**src/rtl/ft_sync_bridge.sv**
```systemverilog
// ft_sync_bridge: FT245-style synchronous FIFO bridge between the device bus and two byte streams.
// Optional feature: define FT_STATS_EN to add 32-bit rx_count/tx_count bus byte counters.

module ft_sync_fifo #(
    parameter int WIDTH = 8,
    parameter int DEPTH = 16
) (
    input  logic                   clkout,
    input  logic                   rdreset,
    input  logic                   push,
    input  logic [WIDTH-1:0]       push_data,
    input  logic                   pop,
    output logic [WIDTH-1:0]       head,
    output logic                   full,
    output logic                   empty,
    output logic [$clog2(DEPTH):0] level
);
    localparam int AW = $clog2(DEPTH);
    localparam int PW = AW + 1;

    logic [WIDTH-1:0] mem [DEPTH];
    logic [PW-1:0]    wr_ptr;
    logic [PW-1:0]    rd_ptr;
    logic             do_push;
    logic             do_pop;

    // The extra pointer bit tells full (indices equal, wrap bits differ) from empty.
    assign empty   = (wr_ptr == rd_ptr);
    assign full    = (wr_ptr[AW] != rd_ptr[AW]) && (wr_ptr[AW-1:0] == rd_ptr[AW-1:0]);
    assign level   = wr_ptr - rd_ptr;
    assign do_pop  = pop && !empty;
    assign do_push = push && (!full || do_pop);
    assign head    = mem[rd_ptr[AW-1:0]];

    always_ff @(posedge clkout) begin
        if (do_push) mem[wr_ptr[AW-1:0]] <= push_data;
    end

    always_ff @(posedge clkout or posedge rdreset) begin
        if (rdreset) begin
            wr_ptr <= '0;
            rd_ptr <= '0;
        end else begin
            if (do_push) wr_ptr <= wr_ptr + PW'(1);
            if (do_pop)  rd_ptr <= rd_ptr + PW'(1);
        end
    end
endmodule

module ft_sync_bridge #(
    parameter int WIDTH     = 8,
    parameter int RX_DEPTH  = 16,
    parameter int TX_DEPTH  = 16,
    parameter int BURST_MAX = 64
) (
    input  logic             clkout,
    input  logic             rdreset,
    input  logic             rxf_n,
    input  logic             txe_n,
    output logic             oe_n,
    output logic             rd_n,
    output logic             wr_n,
    input  logic [WIDTH-1:0] data_i,
    output logic [WIDTH-1:0] data_o,
    output logic             data_oe,
    output logic [WIDTH-1:0] rx_data,
    output logic             rx_valid,
    input  logic             rx_ready,
    input  logic [WIDTH-1:0] tx_data,
    input  logic             tx_valid,
    output logic             tx_ready
`ifdef FT_STATS_EN
    ,
    output logic [31:0]      rx_count,
    output logic [31:0]      tx_count
`endif
);
    localparam int RCW = $clog2(RX_DEPTH) + 1;
    localparam int TCW = $clog2(TX_DEPTH) + 1;
    localparam int BW  = $clog2(BURST_MAX + 1);
    localparam logic [RCW-1:0] RX_ENTRY_MAX = RCW'(RX_DEPTH - 2);
    localparam logic [RCW-1:0] RX_FULL_LVL  = RCW'(RX_DEPTH);
    localparam logic [BW-1:0]  BURST_LAST   = BW'(BURST_MAX - 1);

    typedef enum logic [2:0] {IDLE, PREP, READ, TURN, WRITE} state_t;

    state_t           state;
    logic             prefer_rx;
    logic             txe_prev;
    logic [BW-1:0]    burst_cnt;

    logic             rx_push, rx_pop, rx_full, rx_empty;
    logic             tx_push, tx_pop, tx_full, tx_empty;
    logic [RCW-1:0]   rx_level, rx_level_next;
    logic [TCW-1:0]   tx_level, tx_level_next;
    logic [WIDTH-1:0] tx_head;
    logic             rx_room_next;
    logic             rx_req, tx_req;

    assign rx_push  = !rd_n && !rxf_n && !rx_full;
    assign rx_pop   = rx_ready && !rx_empty;
    assign rx_valid = !rx_empty;
    assign tx_push  = tx_valid && !tx_full;
    assign tx_pop   = !wr_n && !txe_n && !tx_empty;
    assign tx_ready = !tx_full;

    // rd_n only stays low while the following edge is guaranteed a free slot.
    assign rx_level_next = rx_level + RCW'(rx_push) - RCW'(rx_pop);
    assign tx_level_next = tx_level + TCW'(tx_push) - TCW'(tx_pop);
    assign rx_room_next  = (rx_level_next < RX_FULL_LVL);
    assign rx_req        = !rxf_n && (rx_level <= RX_ENTRY_MAX);
    assign tx_req        = !txe_n && !tx_empty;
    assign data_o        = data_oe ? tx_head : '0;

    ft_sync_fifo #(.WIDTH(WIDTH), .DEPTH(RX_DEPTH)) rx_fifo (
        .clkout(clkout), .rdreset(rdreset),
        .push(rx_push), .push_data(data_i), .pop(rx_pop),
        .head(rx_data), .full(rx_full), .empty(rx_empty), .level(rx_level)
    );

    ft_sync_fifo #(.WIDTH(WIDTH), .DEPTH(TX_DEPTH)) tx_fifo (
        .clkout(clkout), .rdreset(rdreset),
        .push(tx_push), .push_data(tx_data), .pop(tx_pop),
        .head(tx_head), .full(tx_full), .empty(tx_empty), .level(tx_level)
    );

    // Every burst exits through TURN, so oe_n and data_oe are never active together.
    always_ff @(posedge clkout or posedge rdreset) begin
        if (rdreset) begin
            state     <= IDLE;
            oe_n      <= 1'b1;
            rd_n      <= 1'b1;
            wr_n      <= 1'b1;
            data_oe   <= 1'b0;
            prefer_rx <= 1'b1;
            txe_prev  <= 1'b0;
            burst_cnt <= '0;
        end else begin
            case (state)
                IDLE: begin
                    if (rx_req && (prefer_rx || !tx_req)) begin
                        state     <= PREP;
                        oe_n      <= 1'b0;
                        burst_cnt <= '0;
                        prefer_rx <= 1'b0;
                    end else if (tx_req) begin
                        state     <= WRITE;
                        data_oe   <= 1'b1;
                        wr_n      <= 1'b0;
                        burst_cnt <= '0;
                        txe_prev  <= 1'b0;
                        prefer_rx <= 1'b1;
                    end
                end
                PREP: begin
                    state <= READ;
                    rd_n  <= !rx_room_next;
                end
                READ: begin
                    if (rx_push) burst_cnt <= burst_cnt + BW'(1);
                    if (rxf_n || !rx_room_next || (rx_push && burst_cnt == BURST_LAST)) begin
                        state <= TURN;
                        oe_n  <= 1'b1;
                        rd_n  <= 1'b1;
                    end else begin
                        rd_n  <= 1'b0;
                    end
                end
                WRITE: begin
                    txe_prev <= txe_n;
                    if (tx_pop) burst_cnt <= burst_cnt + BW'(1);
                    if ((tx_level_next == '0) || (txe_n && txe_prev) ||
                        (tx_pop && burst_cnt == BURST_LAST)) begin
                        state   <= TURN;
                        wr_n    <= 1'b1;
                        data_oe <= 1'b0;
                    end
                end
                TURN: begin
                    state <= IDLE;
                end
                default: begin
                    state <= IDLE;
                end
            endcase
        end
    end

`ifdef FT_STATS_EN
    // Counts bytes actually moved across the device bus, wrapping naturally at 2^32.
    always_ff @(posedge clkout or posedge rdreset) begin
        if (rdreset) begin
            rx_count <= '0;
            tx_count <= '0;
        end else begin
            if (rx_push) rx_count <= rx_count + 32'd1;
            if (tx_pop)  tx_count <= tx_count + 32'd1;
        end
    end
`endif
endmodule

```
**config.mk**
```make
export PLATFORM = sky130hd
export DESIGN_NAME = ft_sync_bridge
export DESIGN_NICKNAME = d
export VERILOG_FILES = /design/src/rtl/ft_sync_bridge.sv
export SDC_FILE = /design/constraint.sdc
export NUM_CORES = 1
export LEC_CHECK = 0
export ABC_CLOCK_PERIOD_IN_PS = 3950
export CAP_MARGIN = 40
export CORE_ASPECT_RATIO = 0.9
export CORE_MARGIN = 2
export CORE_UTILIZATION = 55
export DETAILED_ROUTE_END_ITERATION = 6
export MAX_ROUTING_LAYER = met4
export PLACE_DENSITY = 0.76
export SYNTH_ARGS = -nofsm -noshare
export SYNTH_HDL_FRONTEND = slang
export SYNTH_SLANG_ARGS = --single-unit
```
**constraint.sdc**
```tcl
create_clock -name clkout -period 3.95 [get_ports clkout]
set_clock_uncertainty 0.2 [all_clocks]
set_input_delay 0.5925 -clock clkout [delete_from_list [all_inputs] [get_ports clkout]]
set_output_delay 0.5925 -clock clkout [all_outputs]
set_load 0.005 [all_outputs]
```
==> impl_summary.md <==
Layout
The count of fill cells added during filler insertion is 1,456. Compared with the post-synthesis result, the final layout area differs by 16.5%. For this run, the post-layout net count is 814.

Cells with a size suffix above 1 make up 26.8% of the layout. The repair_antennas step left the layout with diodes totalling 0. Cells fill 65.9% of the core in the end.

Clocking
TritonCTS built the clock tree. Buffers inserted during clock tree synthesis total 28. The H-tree depth is 1. The cell sitting at the root of the clock tree is a sky130_fd_sc_hd__clkbuf_16. After clock tree synthesis, the clock-pin slew on the worst setup and hold paths is 0.06 ns. The later pin in the worst-skew pair is clocked with a latency of 0.53 ns. After clock tree synthesis, the flow added hold-fix buffers numbering 0. The clock drives 292 sinks. In this run the deepest clock path goes through 3 buffers.

Drt
For this block, the routed nets add up to 24,900 µm of wire. The routed via count divided by cell count is 6.03. The initial DRC count is 572. The first-pass iteration count of the detailed router is 5. For this run, design rule violations remaining after detail routing come to 0.

The routed layout has 6,469 vias. The detailed-route wire length per cell is 23.2 µm. In this run the remaining antenna-violating nets after routing total 0.

Timing
The worst slew margin relative to its limit is 38.5%. The worst path uses 96.7% of the clock period. The worst hold slack across all endpoints is 0.285 ns.

The number of endpoints with negative hold slack in the final report was 0. Setup violations remaining at the end of the flow were counted as 0. The count of final max-slew check failures came to 0. The worst-margin pin slew is 0.920 ns. The smallest clock period supported by the final layout is computed as 3.82 ns. Based on the critical path, the design can be clocked at up to 262 MHz. The worst path meets setup with 0.132 ns of slack.

Critical path
At the worst endpoint, the required time is 4.15 ns. The worst setup path is captured at a register. STA classifies the critical path startpoint as a register.

The kind of critical path is reg -> reg. The arrival time of the worst setup path is 4.02 ns. The maximum fanout along the worst path is 4.

Place
The total half-perimeter wirelength after legalization and detailed placement is 15,900 µm. Buffers placed on the I/O ports in this run total 43. Routability-driven placement finished with a final weighted congestion of 0.879. Timing analysis after detailed placement gives a worst setup slack of -0.367 ns.

Power
IR analysis of the VDD net gives a maximum drop of 0.652 mV. The total power is 11.2 mW. The power per standard cell area is 781 mW/mm². The leakage power is 4.90 nW.

Job
Max-cap violations in this run came to 0.

Logic synthesis
The most common cell in the netlist is sky130_fd_sc_hd__edfxtp_1. Each instance of the synthesized netlist takes up on average 18.5 µm². The number of nets in the synthesized netlist is 722. The number of enable flip-flop cells after synthesis is 256. The synthesized design spends more area on one cell type than any other, namely sky130_fd_sc_hd__edfxtp_1. The post-synthesis cell count is 667.

In the synthesized netlist the async set-or-reset flop fraction comes to 12.3%. The primary flip-flop cell chosen by synthesis mapping is sky130_fd_sc_hd__edfxtp_1. The number of distinct library cells after synthesis is 56.

The number of warnings issued by yosys is 0. The commonest cells after synthesis are 256 x sky130_fd_sc_hd__edfxtp_1, 80 x sky130_fd_sc_hd__mux4_2, 33 x sky130_fd_sc_hd__nor2_1. The proportion of netlist area held by the largest area contributor is 62.3%.

The mapped netlist covers 0.0123 mm². After synthesis the netlist holds a flip-flop and latch count of 292. The share of the Yosys chip area taken by registers is 69.6%. After synthesis, the cell types taking the most area are sky130_fd_sc_hd__edfxtp_1 62%, sky130_fd_sc_hd__mux4_2 15%, sky130_fd_sc_hd__dfrtp_1 6.5%, sky130_fd_sc_hd__ha_1 2.9%, sky130_fd_sc_hd__xnor2_1 1.1%.

Floorplan
The total core area is 0.0218 mm². The die extent in x is 162 µm. The count of standard-cell rows is 51. The effective utilization at floorplan is 56.6%. The die is 146 µm tall.

The number of placed I/O pins is 44. The die covers 0.0237 mm².

Global routing
The number of antenna violations at the first check in global routing is 0. The wire length of the first global-routing pass is 38,500 µm. Entering global routing, the biggest net connects 36 pins.

Global routing finished with a remaining overflow of 0. In the global route stage, overall resource usage came out at 22.0%. The via count of the first global-routing pass came to 6,675.

Hold path
The tightest min-delay check is of the in -> async type.

Status
The flow ran to the end, and the final reports show no timing, DRC or antenna violations.
## layer usage
| metal | global-route usage [%] | part of all wire (%) |
|---|---|---|
| met1 | 30.4 | 40 |
| met2 | 35.9 | 51 |
| met3 | 2.95 | 6.3 |
| met4 | 4.65 | 1.9 |
| met5 | - | 0 |
## layout make-up
class / instances / area, µm² / share of cell area [%]
sequential: 292 / 8600 / 59.7
multi-input combinational: 318 / 3610 / 25.1
timing repair buffer: 90 / 791 / 5.50
clock buffer: 32 / 737 / 5.12
tap: 291 / 364 / 2.53
clock inverter: 20 / 174 / 1.21
inverter: 29 / 111 / 0.774
## worst max-delay path, stage by stage (launching register included)
cell,delay [ns]
sky130_fd_sc_hd__dfrtp_1,0.42
sky130_fd_sc_hd__ha_4,0.30
sky130_fd_sc_hd__nand2_4,0.06
sky130_fd_sc_hd__o41ai_4,0.36
sky130_fd_sc_hd__nor2_4,0.05
sky130_fd_sc_hd__inv_2,0.08
sky130_fd_sc_hd__fa_2,0.20
sky130_fd_sc_hd__fa_1,0.41
sky130_fd_sc_hd__ha_2,0.20
sky130_fd_sc_hd__fa_2,0.36
sky130_fd_sc_hd__xor2_2,0.19
sky130_fd_sc_hd__nor4_4,0.23
sky130_fd_sc_hd__a221oi_2,0.12
sky130_fd_sc_hd__o41ai_1,0.35
sky130_fd_sc_hd__o21ai_1,0.14
## where the power goes
part           internal (mW)  switching [mW]
Sequential              3.75           0.261
Clock                   1.48            1.14
Combinational           2.33            2.27
Total                   7.56            3.67
## final timing paths
path,startpoint,endpoint,slack (ns),depth (start not counted)
min reg2reg,rx_fifo.wr_ptr[4]$_DFFE_PP0P_,rx_fifo.wr_ptr[4]$_DFFE_PP0P_,0.29,1
max in group asynchronous,rdreset,rx_fifo.rd_ptr[0]$_DFFE_PP0P_,2.49,3
max,tx_fifo.rd_ptr[3]$_DFFE_PP0P_,data_oe$_DFFE_PP0P_,0.13,14
max reg2reg,tx_fifo.rd_ptr[3]$_DFFE_PP0P_,data_oe$_DFFE_PP0P_,0.13,14
min,rdreset,tx_fifo.wr_ptr[4]$_DFFE_PP0P_,0.29,2
min in group clkout,rx_fifo.wr_ptr[4]$_DFFE_PP0P_,rx_fifo.wr_ptr[4]$_DFFE_PP0P_,0.29,1
## kinds of logic after synthesis
logic type               count (synthesis)  synth area share (%)
flip-flops                             292                  69.6
AND/OR/NAND/NOR                        123                  4.93
multiplexers                            82                  14.8
buffers and inverters                   57                  1.90
AO/OA/AOI/OAI                           54                  3.31
adder cells (fa/ha/maj)                 33                  3.59
XOR/XNOR                                26                  1.91
## stage by stage
step	setup TNS (ns)	cell area, µm²	std cells
floorplan	-0.0339	12400	667
global placement	-0.245	13300	1013
detailed placement	-0.816	13300	1014
CTS	0	14300	1066
global route	-0.0196	14400	1072
finish	0	14400	1072
## what timing repair did
action | 4_1_cts | 5_1_grt
pin swaps | 0 | 8
endpoints found under the setup margin | 2 | 7
setup buffers | 0 | 4
gates resized for setup | 4 | 16
## flip-flops by register name, summed over array words and instances, names as in the netlist
register,flops
rx_fifo.mem,128
tx_fifo.mem,128
burst_cnt,7
rx_fifo.rd_ptr,5
rx_fifo.wr_ptr,5
tx_fifo.rd_ptr,5
tx_fifo.wr_ptr,5
state,3
data_oe,1
oe_n,1
prefer_rx,1
rd_n,1
txe_prev,1
wr_n,1
## cells in the final DEF (no fill, tap or decap), types with 4 or more instances in the layout
| master | n |
|---|---|
| sky130_fd_sc_hd__a21oi_1 | 8 |
| sky130_fd_sc_hd__nor2_1 | 33 |
| sky130_fd_sc_hd__a21o_1 | 4 |
| sky130_fd_sc_hd__dfrtp_1 | 30 |
| sky130_fd_sc_hd__clkinv_1 | 4 |
| sky130_fd_sc_hd__edfxtp_1 | 256 |
| sky130_fd_sc_hd__buf_4 | 45 |
| sky130_fd_sc_hd__ha_1 | 26 |
| sky130_fd_sc_hd__clkdlybuf4s50_1 | 43 |
| sky130_fd_sc_hd__o21ai_0 | 11 |
| sky130_fd_sc_hd__nor3_1 | 14 |
| sky130_fd_sc_hd__xor2_2 | 4 |
| sky130_fd_sc_hd__clkinvlp_4 | 7 |
| sky130_fd_sc_hd__xnor2_1 | 16 |
| sky130_fd_sc_hd__nand4_1 | 9 |
| sky130_fd_sc_hd__clkbuf_16 | 29 |
| sky130_fd_sc_hd__nand2b_1 | 4 |
| sky130_fd_sc_hd__clkinv_2 | 4 |
| sky130_fd_sc_hd__and2_1 | 9 |
| sky130_fd_sc_hd__nand2_1 | 27 |
| sky130_fd_sc_hd__xor2_1 | 6 |
| sky130_fd_sc_hd__dfstp_2 | 4 |
| sky130_fd_sc_hd__inv_2 | 4 |
| sky130_fd_sc_hd__inv_1 | 24 |
| sky130_fd_sc_hd__nand3_1 | 10 |
| sky130_fd_sc_hd__mux4_2 | 80 |
No activity file was read; power rests on OpenSTA's default activity.
